==> src/rtl/stack_pkg.sv <==
// Shared encodings for the stack sequencer: request ops, SP register control codes,
// default stack bounds and the FSM state set.
package stack_pkg;

  localparam int unsigned DATA_W       = 8;
  localparam int unsigned SP_INIT_DEF  = 128;
  localparam int unsigned SP_LIMIT_DEF = 64;

  typedef enum logic [1:0] {
    OP_PUSH = 2'b00,
    OP_POP  = 2'b01,
    OP_CALL = 2'b10,
    OP_RET  = 2'b11
  } op_e;

  typedef enum logic [1:0] {
    SP_HOLD  = 2'b00,
    SP_CLEAR = 2'b01,
    SP_INC   = 2'b10,
    SP_DEC   = 2'b11
  } sp_ctrl_e;

  typedef enum logic [2:0] {
    ST_IDLE = 3'd0,
    ST_WR   = 3'd1,
    ST_INC  = 3'd2,
    ST_RD   = 3'd3,
    ST_CAP  = 3'd4,
    ST_DONE = 3'd5
  } state_e;

endpackage

==> src/rtl/stack_ctrl.sv <==
// Stack access sequencer: turns PUSH/POP/CALL/RET into SP control codes and byte-wide
// memory accesses. Bounds checking is compiled in with STACK_CTRL_BOUNDS_CHECK_EN.
module stack_ctrl
  import stack_pkg::*;
#(
  parameter int unsigned n        = DATA_W,
  parameter int unsigned SP_INIT  = SP_INIT_DEF,
  parameter int unsigned SP_LIMIT = SP_LIMIT_DEF
) (
  input  logic           clk,
  input  logic           rst_n,
  input  logic           req_valid,
  output logic           req_ready,
  input  logic [1:0]     req_op,
  input  logic [n-1:0]   req_data,
  input  logic [2*n-1:0] req_pc,
  output logic           resp_valid,
  output logic [2*n-1:0] resp_data,
  output logic           resp_err,
  input  logic [n-1:0]   sp_in,
  output logic [1:0]     sp_ctrl,
  output logic [n-1:0]   mem_addr,
  output logic [n-1:0]   mem_wdata,
  output logic           mem_we,
  output logic           mem_re,
  input  logic [n-1:0]   mem_rdata
);

  state_e         state, state_nxt;
  op_e            op_q;
  logic [n-1:0]   data_q;
  logic [2*n-1:0] pc_q;
  logic [n-1:0]   sp_q;
  logic [n-1:0]   cap_lo, cap_hi;
  logic           cnt;
  logic           err_q;
  logic           err_c;

`ifdef STACK_CTRL_BOUNDS_CHECK_EN
  // Bounds check against the SP value seen at the accept edge.
  always_comb begin
    err_c = 1'b0;
    case (req_op)
      OP_PUSH: err_c = !(sp_in > n'(SP_LIMIT));
      OP_CALL: err_c = !({1'b0, sp_in} >= (n+1)'(SP_LIMIT + 2));
      OP_POP:  err_c = !(sp_in < n'(SP_INIT));
      OP_RET:  err_c = !(({1'b0, sp_in} + (n+1)'(2)) <= (n+1)'(SP_INIT));
      default: err_c = 1'b0;
    endcase
  end
`else
  assign err_c = 1'b0;
`endif

  // State register
  always_ff @(posedge clk) begin
    if (!rst_n) state <= ST_IDLE;
    else        state <= state_nxt;
  end

  // Next-state logic
  always_comb begin
    state_nxt = state;
    case (state)
      ST_IDLE: begin
        if (req_valid) begin
          if (err_c)                                   state_nxt = ST_DONE;
          else if (req_op == OP_PUSH || req_op == OP_CALL) state_nxt = ST_WR;
          else                                         state_nxt = ST_INC;
        end
      end
      ST_WR:   state_nxt = (op_q == OP_CALL && !cnt) ? ST_WR : ST_DONE;
      ST_INC:  state_nxt = ST_RD;
      ST_RD:   state_nxt = ST_CAP;
      ST_CAP:  state_nxt = (op_q == OP_RET && !cnt) ? ST_INC : ST_DONE;
      ST_DONE: state_nxt = ST_IDLE;
      default: state_nxt = ST_IDLE;
    endcase
  end

  // Request latch, byte counter and read capture. The SP register moves on the falling
  // edge, so addresses use the SP value sampled at the opening edge of each cycle.
  always_ff @(posedge clk) begin
    if (!rst_n) begin
      op_q   <= OP_PUSH;
      data_q <= '0;
      pc_q   <= '0;
      sp_q   <= '0;
      cap_lo <= '0;
      cap_hi <= '0;
      cnt    <= 1'b0;
      err_q  <= 1'b0;
    end else begin
      sp_q <= sp_in;
      if (state == ST_IDLE && req_valid) begin
        op_q   <= op_e'(req_op);
        data_q <= req_data;
        pc_q   <= req_pc;
        err_q  <= err_c;
        cnt    <= 1'b0;
      end
      if (state == ST_WR) cnt <= ~cnt;
      if (state == ST_CAP) begin
        if (!cnt) cap_lo <= mem_rdata;
        else      cap_hi <= mem_rdata;
        cnt <= ~cnt;
      end
    end
  end

  // Output decode; reset forces the SP register to clear
  always_comb begin
    req_ready  = 1'b0;
    resp_valid = 1'b0;
    resp_data  = '0;
    resp_err   = 1'b0;
    sp_ctrl    = SP_HOLD;
    mem_addr   = '0;
    mem_wdata  = '0;
    mem_we     = 1'b0;
    mem_re     = 1'b0;
    if (!rst_n) begin
      sp_ctrl = SP_CLEAR;
    end else begin
      case (state)
        ST_IDLE: req_ready = 1'b1;
        ST_WR: begin
          mem_addr  = sp_q;
          mem_we    = 1'b1;
          sp_ctrl   = SP_DEC;
          if (op_q == OP_CALL) mem_wdata = cnt ? pc_q[n-1:0] : pc_q[2*n-1:n];
          else                 mem_wdata = data_q;
        end
        ST_INC: sp_ctrl = SP_INC;
        ST_RD: begin
          mem_addr = sp_q;
          mem_re   = 1'b1;
        end
        ST_DONE: begin
          resp_valid = 1'b1;
          resp_err   = err_q;
          if (!err_q) begin
            if (op_q == OP_POP)      resp_data = {{n{1'b0}}, cap_lo};
            else if (op_q == OP_RET) resp_data = {cap_hi, cap_lo};
          end
        end
        default: ;
      endcase
    end
  end

endmodule

==> config.mk <==
export PLATFORM = sky130hd
export DESIGN_NAME = stack_ctrl
export DESIGN_NICKNAME = d
export VERILOG_FILES = /design/src/rtl/stack_pkg.sv /design/src/rtl/stack_ctrl.sv
export SDC_FILE = /design/constraint.sdc
export NUM_CORES = 1
export LEC_CHECK = 0
export ABC_AREA = 1
export BUFFER_PORTS_ARGS = -buffer_cell sky130_fd_sc_hd__buf_2
export CORE_MARGIN = 2
export CORE_UTILIZATION = 40
export DETAILED_ROUTE_END_ITERATION = 8
export PLACE_DENSITY = 0.68
export SKIP_LAST_GASP = 1
export SLEW_MARGIN = 10
export SYNTH_ARGS = -nofsm -noshare
export SYNTH_HDL_FRONTEND = slang
export SYNTH_SLANG_ARGS = --single-unit
==> constraint.sdc <==
create_clock -name clk -period 3.3 [get_ports clk]
set_clock_uncertainty 0.15 [all_clocks]
set_input_delay 0.66 -clock clk [delete_from_list [all_inputs] [get_ports clk]]
set_output_delay 0.66 -clock clk [all_outputs]
set_load 0.01 [all_outputs]
==> reports/qor.yml <==
period_share_pct: 78.5
power_frac_comb_pct: 41.6
critical_path_class: "register to output pin"
netlist_instances: 390
switching_share_pct: 41.6
grt-ovfl-total: 0
core_area_um2: 6350
yosysWarnings: 0
avgSynthCellArea_um2: 6.72
crit_path_max_incr_delay_ns: 0.35
period_minus_slack_ns: 2.59
nets: 507
htree_levels: 2
ant_nets: 0
pre_cts_ws_ns: 0.848
dr.pass1.iters: 4
drive_gt1_share_pct: 24.0
grt_pass1_wl_mm: 10.3
synth_nets: 435
clock_latency_ns: 0.30
cts_buffers: 5
num_vias: 2534
cts_tree: "built"
power.leakage_nw: 1.51
finalPower_w: 0.00208
rsz0062_at_grt: "false"
path_clk_slew_ns: 0.08
cts_sinks: 54
synth_seq_cells: 54
vias_per_cell: 4.70
port_buffers: 82
max_freq_ghz: 0.386
hp-class: "register to register"
gp_congestion: 0.846
hold_violations: 0
drv_slew: 0
post-dp-hpwl_mm: 4.63
worst_pin_slew_ns: 0.607
area_growth_pct: 19.0
fillerInstances: 661
power_switching_w: 0.000866
setup_slack_ns: 0.708
area.sequential_um2: 1080
cts_root_buf: "clkbuf_8"
crit_fanout: 15
post-route-cell-area_um2: 3120
wl_mm: 6.29
clkPwrFrac_pct: 16.5
netlist_area_um2: 2620
multi_input_area_um2: 1210
setup_tns_ns: 0
grt_util_all_layers_pct: 17.5
cp.arrival_ns: 1.78
cts_hold_buffers: 0
grt_pass1_vias: 2290
cts_buffer_depth: 2
critPathSlowestCell: "dfxtp_1"
die_w_um: 85.0
status: "finished, final reports clean"
grt_start_max_net_pins: 46
cts.repair.resized: 0
drv_cap: 0
peakVddDrop_mv: 0.318
cp_cell_sequence: "inv_2, nand3_2, nor2_4, a21boi_0, buf_2"
startpoint_type: "register"
p_int_w: 0.00121
ys_seq_area_share_pct: 41.2
ys_types: 25
postCtsSetupBuffers: 0
grt_antenna_before_repair: 0
dieArea_um2: 7220
relSlewSlack_pct: 59.5
num_rows: 29
setup_viol: 0
drc_errors: 0
start_util_pct: 41.3
design.portCount: 84
power.density_nw_per_um2: 667
diodes: 0
cp.required_ns: 2.49
critPathCaptureType: "output pin"
wl_per_cell_um: 11.7
pwr-share-seq_pct: 41.8
die_h_um: 85.0
placed_area_um2: 3040
drt_iter0_markers: 213
-- cells in the final DEF, fill, tap and decap left out, types with 2 or more instances in the layout --
cell      Yosys  layout
nand3_2       2       2
a21boi_0      6       6
nand4_1       8       8
o21ai_0      11      11
inv_2         3       3
nor3_1        7       7
buf_2        14      82
nand2_1      95      95
a21oi_1      28      28
nor2_2        2       2
nor3_2        8       8
dfxtp_1      54      54
inv_1        53      53
nand3_1      30      30
clkbuf_8      0       5
nor2_1       53      53
nand2_2       3       3
buf_4         1       4
a21boi_1      2       2
clkbuf_1      2       2
-- cells by family after synthesis --
kind of cell | share of synthesized area [%]
AND/OR/NAND/NOR | 36.4
buffers and inverters | 12.5
AO/OA/AOI/OAI | 9.73
other | 0.143
flip-flops | 41.2
-- per-stage QoR --
stage,util (%),instances,hold slack [ns]
global route,49.1,539,0.328
floorplan,-,390,0.287
global placement,47.9,532,0.300
finish,49.1,539,0.314
detailed placement,47.9,532,0.304
CTS,49.1,539,0.317
-- sequential cells by signal, indices dropped and copies added (netlist names) --
register and cells:
cap_hi 8, cap_lo 8, pc_q 16, cnt 1
state 3, op_q 2, sp_q 8, data_q 8
-- Yosys cell counts (all sizes together) --
cell type,number,share of area [%]
nand2,98,14
nor2,57,9.3
inv,56,8.0
dfxtp,54,41
nand3,32,6.5
a21oi,28,5.3
buf,19,4.1
nor3,15,4.4
o21ai,11,2.1
a21boi,8,2.3
nand4,8,1.9
clkbuf,2,0.29
clkinv,1,0.14
conb,1,0.14
-- worst max-delay path, delay by kind of cell (launching register included) --
family | cells | cell delay, ns
simple gates | 2 | 0.46
buf+inv | 2 | 0.44
flops | 1 | 0.35
compound gates | 1 | 0.23
-- routing by layer --
metal | routed length, um | GRT usage, % | up-vias
li1 | - | - | 1347
met1 | 2840 | 23.0 | 1108
met2 | 3030 | 28.8 | 77
met3 | 393 | 4.67 | 2
met4 | 30 | 4.33 | 0
met5 | 0 | 0 | -
-- area by class of cell --
class                           instances  share of cell area [%]
Clock buffer                            7                    2.45
Inverter                               57                    6.86
Tap cell                               77                    3.09
Sequential cell                        54                    34.6
Timing Repair Buffer                   86                    14.1
Multi-Input combinational cell        258                    38.9
-- worst paths after layout --
check / slack, ns / startpoint / cells past startpoint / end
hold reg to reg: 0.31 / data_q[0] / 2 / data_q[0]
hold / removal: 0.31 / data_q[0] / 2 / data_q[0]
setup / recovery: 0.71 / state[2] / 5 / mem_wdata[7]
setup reg to reg: 1.62 / op_q[0] / 7 / state[0]
-- power by group through the flow --
stage	clock, W	sequential [W]	combinational [W]
finish	0.000344	0.000870	0.000867
floorplan	0	0.000860	0.000705
CTS	0.000357	0.000870	0.000871
global route	0.000379	0.000887	0.00100
global placement	0	0.000881	0.000855
detailed placement	0	0.000885	0.000870
No activity file was read; power rests on OpenSTA's default activity.
